[src/rtl/reward_ctrl.sv]
// reward_ctrl: qualifies packets, sequences reward, arbitrates neighbor table, gates TX to own slot.
// Optional slot gating is built when REWARD_CTRL_SLOT_EN is defined.
module reward_ctrl #(
    parameter int             WORD_WIDTH = 16,
    parameter logic [7:0]     TRIG_MASK  = 8'b0000_1110,
    parameter int             TIMEOUT    = 64
) (
    input  logic                  clk,
    input  logic                  nrst,
    input  logic                  pkt_valid,
    input  logic [2:0]            fPacketType,
    input  logic                  iAmDestination,
    input  logic                  low_E,
    output logic                  reward_en,
    input  logic [WORD_WIDTH-1:0] reward_done,
    input  logic [5:0]            nTableIndex_reward,
    input  logic                  qt_req,
    input  logic [5:0]            qt_index,
    output logic                  qt_gnt,
    output logic [5:0]            nt_index,
    input  logic                  slot_tick,
    input  logic [WORD_WIDTH-1:0] frameLen,
    input  logic [WORD_WIDTH-1:0] timeslot,
    output logic [WORD_WIDTH-1:0] slot_cnt,
    output logic                  tx_req,
    input  logic                  tx_ack,
    output logic                  busy,
    output logic                  err_timeout,
    output logic [7:0]            drop_cnt
);
    localparam int TW = $clog2(TIMEOUT + 1);
    localparam logic [TW-1:0] TMO_LAST = TW'(TIMEOUT - 1);

    typedef enum logic [2:0] {IDLE, START, COMPUTE, WAIT_SLOT, TX} state_t;

`ifdef REWARD_CTRL_SLOT_EN
    localparam state_t DONE_ST = WAIT_SLOT;
`else
    localparam state_t DONE_ST = TX;
`endif

    state_t          state_q, state_d;
    logic [TW-1:0]   tmo_cnt_q, tmo_cnt_d;
    logic            pending_q, pending_d;
    logic            err_q, err_d;
    logic            qt_gnt_q, qt_gnt_d;
    logic [7:0]      drop_cnt_q, drop_cnt_d;
    logic            trig, consume, drop, slot_hit;

    assign trig = pkt_valid & TRIG_MASK[fPacketType] & iAmDestination & ~low_E;

`ifdef REWARD_CTRL_SLOT_EN
    logic [WORD_WIDTH-1:0] slot_cnt_q, slot_cnt_d, last_slot, eff_slot;
    // Slot counter wraps at frameLen-1; a zero frame length pins it at 0
    always_comb begin
        last_slot  = (frameLen == '0) ? '0 : frameLen - WORD_WIDTH'(1);
        eff_slot   = (timeslot < frameLen) ? timeslot : '0;
        slot_cnt_d = !slot_tick ? slot_cnt_q :
                     (slot_cnt_q >= last_slot) ? '0 : slot_cnt_q + WORD_WIDTH'(1);
    end
    // Slot counter register
    always_ff @(posedge clk or negedge nrst)
        if (!nrst) slot_cnt_q <= '0;
        else       slot_cnt_q <= slot_cnt_d;
    assign slot_cnt = slot_cnt_q;
    assign slot_hit = slot_cnt_q == eff_slot;
`else
    logic slot_unused;
    assign slot_unused = ^{slot_tick, frameLen, timeslot};
    assign slot_cnt    = '0;
    assign slot_hit    = 1'b1;
`endif

    // Next-state, timeout tracking, pending/drop bookkeeping and grant logic
    always_comb begin
        state_d   = state_q;
        tmo_cnt_d = tmo_cnt_q;
        err_d     = err_q;
        consume   = 1'b0;
        case (state_q)
            IDLE: if (trig || pending_q) begin
                state_d = START;
                consume = pending_q;
            end
            START: if (!qt_gnt_q) begin
                state_d   = COMPUTE;
                tmo_cnt_d = '0;
            end
            COMPUTE: if (reward_done != '0) state_d = DONE_ST;
                else if (tmo_cnt_q == TMO_LAST) begin
                    state_d = IDLE;
                    err_d   = 1'b1;
                end else tmo_cnt_d = tmo_cnt_q + TW'(1);
            WAIT_SLOT: if (slot_hit) state_d = TX;
            TX: if (tx_ack) begin
                state_d = pending_q ? START : IDLE;
                consume = pending_q;
            end
            default: state_d = IDLE;
        endcase
        pending_d  = (trig && (state_q != IDLE || consume)) ? 1'b1 : consume ? 1'b0 : pending_q;
        drop       = trig & pending_q & ~consume;
        drop_cnt_d = (drop && drop_cnt_q != 8'hFF) ? drop_cnt_q + 8'd1 : drop_cnt_q;
        qt_gnt_d   = qt_req & (qt_gnt_q | (state_d != COMPUTE && state_q != COMPUTE));
    end

    // State and bookkeeping registers
    always_ff @(posedge clk or negedge nrst)
        if (!nrst) begin
            state_q    <= IDLE;
            tmo_cnt_q  <= '0;
            pending_q  <= 1'b0;
            err_q      <= 1'b0;
            qt_gnt_q   <= 1'b0;
            drop_cnt_q <= '0;
        end else begin
            state_q    <= state_d;
            tmo_cnt_q  <= tmo_cnt_d;
            pending_q  <= pending_d;
            err_q      <= err_d;
            qt_gnt_q   <= qt_gnt_d;
            drop_cnt_q <= drop_cnt_d;
        end

    assign reward_en   = (state_q == START) & ~qt_gnt_q;
    assign tx_req      = state_q == TX;
    assign busy        = state_q != IDLE;
    assign qt_gnt      = qt_gnt_q;
    assign nt_index    = (state_q == COMPUTE) ? nTableIndex_reward : qt_index;
    assign err_timeout = err_q;
    assign drop_cnt    = drop_cnt_q;
endmodule

[config.mk]
export PLATFORM = sky130hd
export DESIGN_NAME = reward_ctrl
export DESIGN_NICKNAME = d
export VERILOG_FILES = /design/src/rtl/reward_ctrl.sv
export SDC_FILE = /design/constraint.sdc
export NUM_CORES = 1
export LEC_CHECK = 0
export CAP_MARGIN = 20
export CORE_MARGIN = 2
export CORE_UTILIZATION = 31
export DETAILED_ROUTE_END_ITERATION = 16
export PLACE_DENSITY = 0.78
export SETUP_SLACK_MARGIN = 0.5
export SYNTH_ARGS = -nofsm -noshare
export SYNTH_HDL_FRONTEND = slang
export SYNTH_SLANG_ARGS = --single-unit
[constraint.sdc]
create_clock -name clk -period 1.6 [get_ports clk]
set_input_delay 0.48 -clock clk [delete_from_list [all_inputs] [get_ports clk]]
set_output_delay 0.48 -clock clk [all_outputs]
set_load 0.02 [all_outputs]
After elaboration in Yosys (flattened, before gate mapping)
Memories as Yosys holds them, arrays and structs flattened.
Index checks and enable logic that the tools add are counted.
Widths: inputs -> output; s select.
- $add $sub $neg: 2
- order comparisons: 1
- reductions and logical operators: 12
- equal/unequal tests: 11
- mux-type cells: 18
- bitwise logic cells: 12
- operators with widths (kind ; number):
    $mux 7 ; 3
    $reduce_bool 16->1 ; 1
    $mux 3 ; 5
    $pmux 3 s5 ; 1
    $pmux 7 s2 ; 1
    $add 8x1->8 const B ; 1
    $ne 8x8->1 const B ; 1
    $add 7x1->7 const B ; 1
    $and 1x1->1 ; 7
    $eq 7x6->1 const B ; 1
    $eq 3x2->1 const B ; 2
    $mux 1 ; 6
    $mux 6 ; 1
    $ne 2x2->1 const B ; 3
    $ne 3x2->1 const B ; 2
    $lt 3x4->1 const B ; 1
    $not 1->1 ; 4
    $reduce_and 4->1 ; 1
    $reduce_bool 2->1 ; 2
    $eq 3x1->1 const B ; 1
    $eq 3x3->1 const B ; 1
    $logic_and 1x1->1 ; 3
    $logic_not 3->1 ; 1
    $reduce_and 3->1 ; 1
    4 further kinds ; 5
- output and inout bits: 35
- memories: 1
- ROM bits: 8
- word-level logic and storage cells: 63
- flip-flop bits (word level): 21
- input bits: 71
- memories (name ; words ; bits a word ; rd ports ; clocked after memory_dff ; write ports ; line ; RTL):
    (name not given) ; 8 ; 1 ; 1 ; 0 ; 0 ; 50 ; assign trig = pkt_valid & TRIG_MASK[fPacketType] & iAmDestination & ~low_E;

Depth between registers and ports, before layout
- depth after elaboration: 12
- depth in mapped cells: 5
- mapped depth without buffers: 5

Least setup slack after synthesis
OpenSTA, ideal clock, no wires.
- path kind: register to output
- start: register state_q[2]
- end: output port reward_en
- arrival time: 1.299 ns
- path slack: -0.179 ns
- required time: 1.120 ns
- cell stages (with the launch flop): 4
- buffers on the path: 1
- cells stage by stage: dfrtp_1 or4b_1 clkbuf_1 inv_1
- word-level cells in the longest chain between the ends: 2
- RTL lines (item ; line ; RTL):
    start, declared ; 42 ; state_t state_q, state_d;
    start signal, assigned ; 117 ; state_q <= state_d;
    $eq 3x1->1 ; 125 ; assign reward_en = (state_q == START) & ~qt_gnt_q;
    $and 1x1->1 ; 125 ;
    end, declared ; 14 ; output logic reward_en,
Every way passes these cells.

Worst setup path in the final report
- start: register state_q[2]
- end: output port nt_index[4]
- word-level cells in the longest chain between the ends: 2
- RTL lines (item ; line ; RTL):
    $eq 3x2->1 ; 129 ; assign nt_index = (state_q == COMPUTE) ? nTableIndex_reward : qt_index;
    $mux 6 ; 129 ;
    end, declared ; 20 ; output logic [5:0] nt_index,
Every way passes these cells.

==> metrics.md <==
| Metric | Value |
|---|---|
| Outcome | `finished with violations` |
| Failing checks | `setup timing` |
| Later-pin clock latency in the skew report | `0.26 ns` |
| Unrepaired setup endpoints after global routing | `true` |
| Fin crit period | `~2.0 ns` |
| Worst R2R Setup Slack | `-0.34 ns` |
| Placed Instance Area | `2200 sq um` |
| Final setup margin | `-0.358 ns` |
| Ys async rst share | `1.00` |
| Final Cycle Share | `1.22` |
| H-tree depth | `1` |
| CP required | `roughly 1.1 ns` |
| Initial Util | `0.321` |
| # Max-Cap Violations | `0` |
| Die extent in x | `71.1 um` |
| Drt drc | `0` |
| First-pass detailed-route iteration total | `4` |
| Total Neg Setup Slack | `-6.32 ns` |
| Global Route Usage Sum | `0.175` |
| Post-DP HPWL | `~2700 um` |
| Clock root buffer | `clkbuf_8` |
| Most common flop cell mapped by yosys | `dfrtp_1` |
| Final core area utilization | `0.632` |
| Layout cell share with drive strength beyond 1 | `0.571` |
| Core ar. | `roughly 4400 sq um` |
| Seq/Total Area, Yosys | `0.376` |
| CTS Buf Count | `3` |
| Max VDD drop | `0.340 mV` |
| Initial antenna violation count | `0` |
| Met2 usage | `0.337` |
| CTS Hold Bufs | `0` |
| Worst setup EP type | `output pin` |
| Routed WL | `~4500 um` |
| Fmax | `511 MHz` |
| RD Place Congestion | `0.808` |
| Setup Skew | `0.00576 ns` |
| Met3 Use GR | `0.0285` |
| Avg Cell Area, Syn | `9.57 sq um` |
| Finished Cell Area | `2750 sq um` |
| Max Slew Vio Count | `0` |
| Met1 GRT Util | `0.199` |
| Grt peak-use layer | `met2` |
| Vias per cell | `around 4.8` |
| IO Port Bufs | `56` |
| Yosys cell types | `42` |
| Power, Total | `roughly 1.6 mW` |
| DIE AREA | `5060 sq um` |
| Min-delay worst type | `reg -> reg` |
| Std-Cell Rows | `24` |
| I/O pin count | `106` |
| Worst-path clk slew | `0.08 ns` |
| P per Cell Area | `around 580 nW/um^2` |
| Ys Warns | `0` |
| LEAKAGE | `roughly 1.3 nW` |
| Drt wl/cell | `14.6 um` |
| Final setup fails | `26` |
| Die height | `71.1 um` |
| Crit path max fanout | `4` |
| Initial DRC count | `42` |
| Crit Path Category | `reg -> out` |
| Number of synthesized flops with an enable pin | `0` |
| Maximum number of pins on one net before global-route repair | `22` |
| Clock Sinks | `21` |
| ANT nets after route | `0` |
| Grt ovf | `0` |
| Vias in the first global route | `1,507` |
| Post-Syn Instances | `146` |
| Maximum buffer depth of the clock tree | `2` |
| TritonCTS clock tree | `yes` |
| Area growth from synthesis to layout | `96.9%` |
| Fin nets | `333` |
| Worst setup SP type | `flop` |
| Cell Area, Synth | `1400 sq um` |
| Via Count | `between 1,500 and 2,000` |
| Min Hold Slack | `0.497 ns` |
| Antenna cells | `0` |
| CP arrival | `about 1.5 ns` |
| First-pass GRT wire length | `7130 um` |
| Final Hold Viols | `0` |
| Yosys reg bits | `21` |
[cells by family (layout without fill, tap and decap cells)]
kind of cell    after synthesis  after routing  synth area share
compound gates               17             17            0.0931
other cells                   1             16           0.00268
mux                           4              4            0.0295
fa+ha+maj                     2              2            0.0179
xor+xnor                      7              7            0.0439
simple gates                 72             72             0.335
flops                        21             21             0.376
buf+inv                      22            120             0.102
[path summary, 6_finish.rpt]
check / from / endpoint / cells after the start
min in group asynchronous: nrst / tmo_cnt_q[1] / 2
max: state_q[2] / nt_index[4] / 8
max reg2reg: state_q[0] / tmo_cnt_q[5] / 10
min reg2reg: drop_cnt[0] / drop_cnt[0] / 1
max in group asynchronous: nrst / state_q[0] / 2
min: drop_cnt[0] / drop_cnt[0] / 1
[cell type report]
cell class / instances / area (sq um)
Clock buffer: 3 / 41.3
Sequential cell: 21 / 531
Inverter: 4 / 22.5
Multi-Input combinational cell: 118 / 1020
Tap cell: 52 / 65.1
Timing Repair Buffer: 112 / 1060
Clock inverter: 1 / 5.00
Fill cell: 343 / 1600
[through the flow]
| stage | setup slack, ns | instances |
|---|---|---|
| 3_3_place_gp | -0.585 | 271 |
| 6_report | -0.358 | 311 |
| 5_1_grt | -0.430 | 311 |
| 2_1_floorplan | -0.0510 | 161 |
| 4_1_cts | -0.336 | 302 |
| 3_5_place_dp | -0.599 | 271 |
[worst max-delay path: stages, from the launching register on]
cell      delay (ns)
dfrtp_1         0.41
buf_6           0.15
nor2b_4         0.13
nand2b_4        0.08
buf_6           0.12
buf_6           0.11
nand2_2         0.05
nand2_2         0.05
buf_6           0.12
[cell usage in the layout (no fill, tap or decap), types with 2 or more instances in the layout]
master	instances
buf_12	2
nand2_1	11
nor4_2	2
dfrtp_1	17
inv_1	3
mux2i_1	3
or2_4	3
o21ai_0	2
a21oi_2	3
clkdlybuf4s15_1	3
or4_1	2
nor4_4	5
nand3_1	5
ha_1	2
clkdlybuf4s50_1	17
conb_1	16
buf_6	43
xor2_1	7
dfrtp_2	4
buf_4	29
nor2_2	2
clkbuf_8	3
nand2_4	3
dlygate4sd2_1	8
o31ai_1	3
buf_2	9
nand2_2	14
nor2_4	4
[cells in the mapped netlist, types with 4 or more instances]
cell type / instances / area [sq um]
nand2_1: 28 / 105
dfrtp_1: 21 / 526
buf_4: 16 / 120
nor2_1: 7 / 26.3
xor2_1: 7 / 61.3
nand3_1: 5 / 25.0
inv_1: 4 / 15.0
nor4_4: 4 / 85.1
o31ai_1: 4 / 30.0
[state kept, by name, indices dropped and copies added (netlist names)]
name,count
drop_cnt,8
err_timeout,1
pending_q,1
qt_gnt,1
state_q,3
tmo_cnt_q,7
[metal layers]
metal | vias up | wire length [um]
met3 | 9 | 194
li1 | 711 | -
met4 | 0 | 52
met1 | 731 | 1690
met2 | 53 | 2590
met5 | - | 0
[what timing repair did]
action | CTS | global route
endpoints found under the setup margin | 40 | 40
resized for setup | 200 | 23
setup buffers | 27 | 9
pin swaps | 26 | 16
[power by group]
| group | switching, mW | internal (mW) | leakage (nW) | total [mW] |
|---|---|---|---|---|
| Combinational | 0.285 | 0.318 | 0.978 | 0.603 |
| Clock | 0.172 | 0.173 | 0.0255 | 0.345 |
| Sequential | 0.0513 | 0.583 | 0.282 | 0.634 |
No activity file was read; power rests on OpenSTA's default activity.
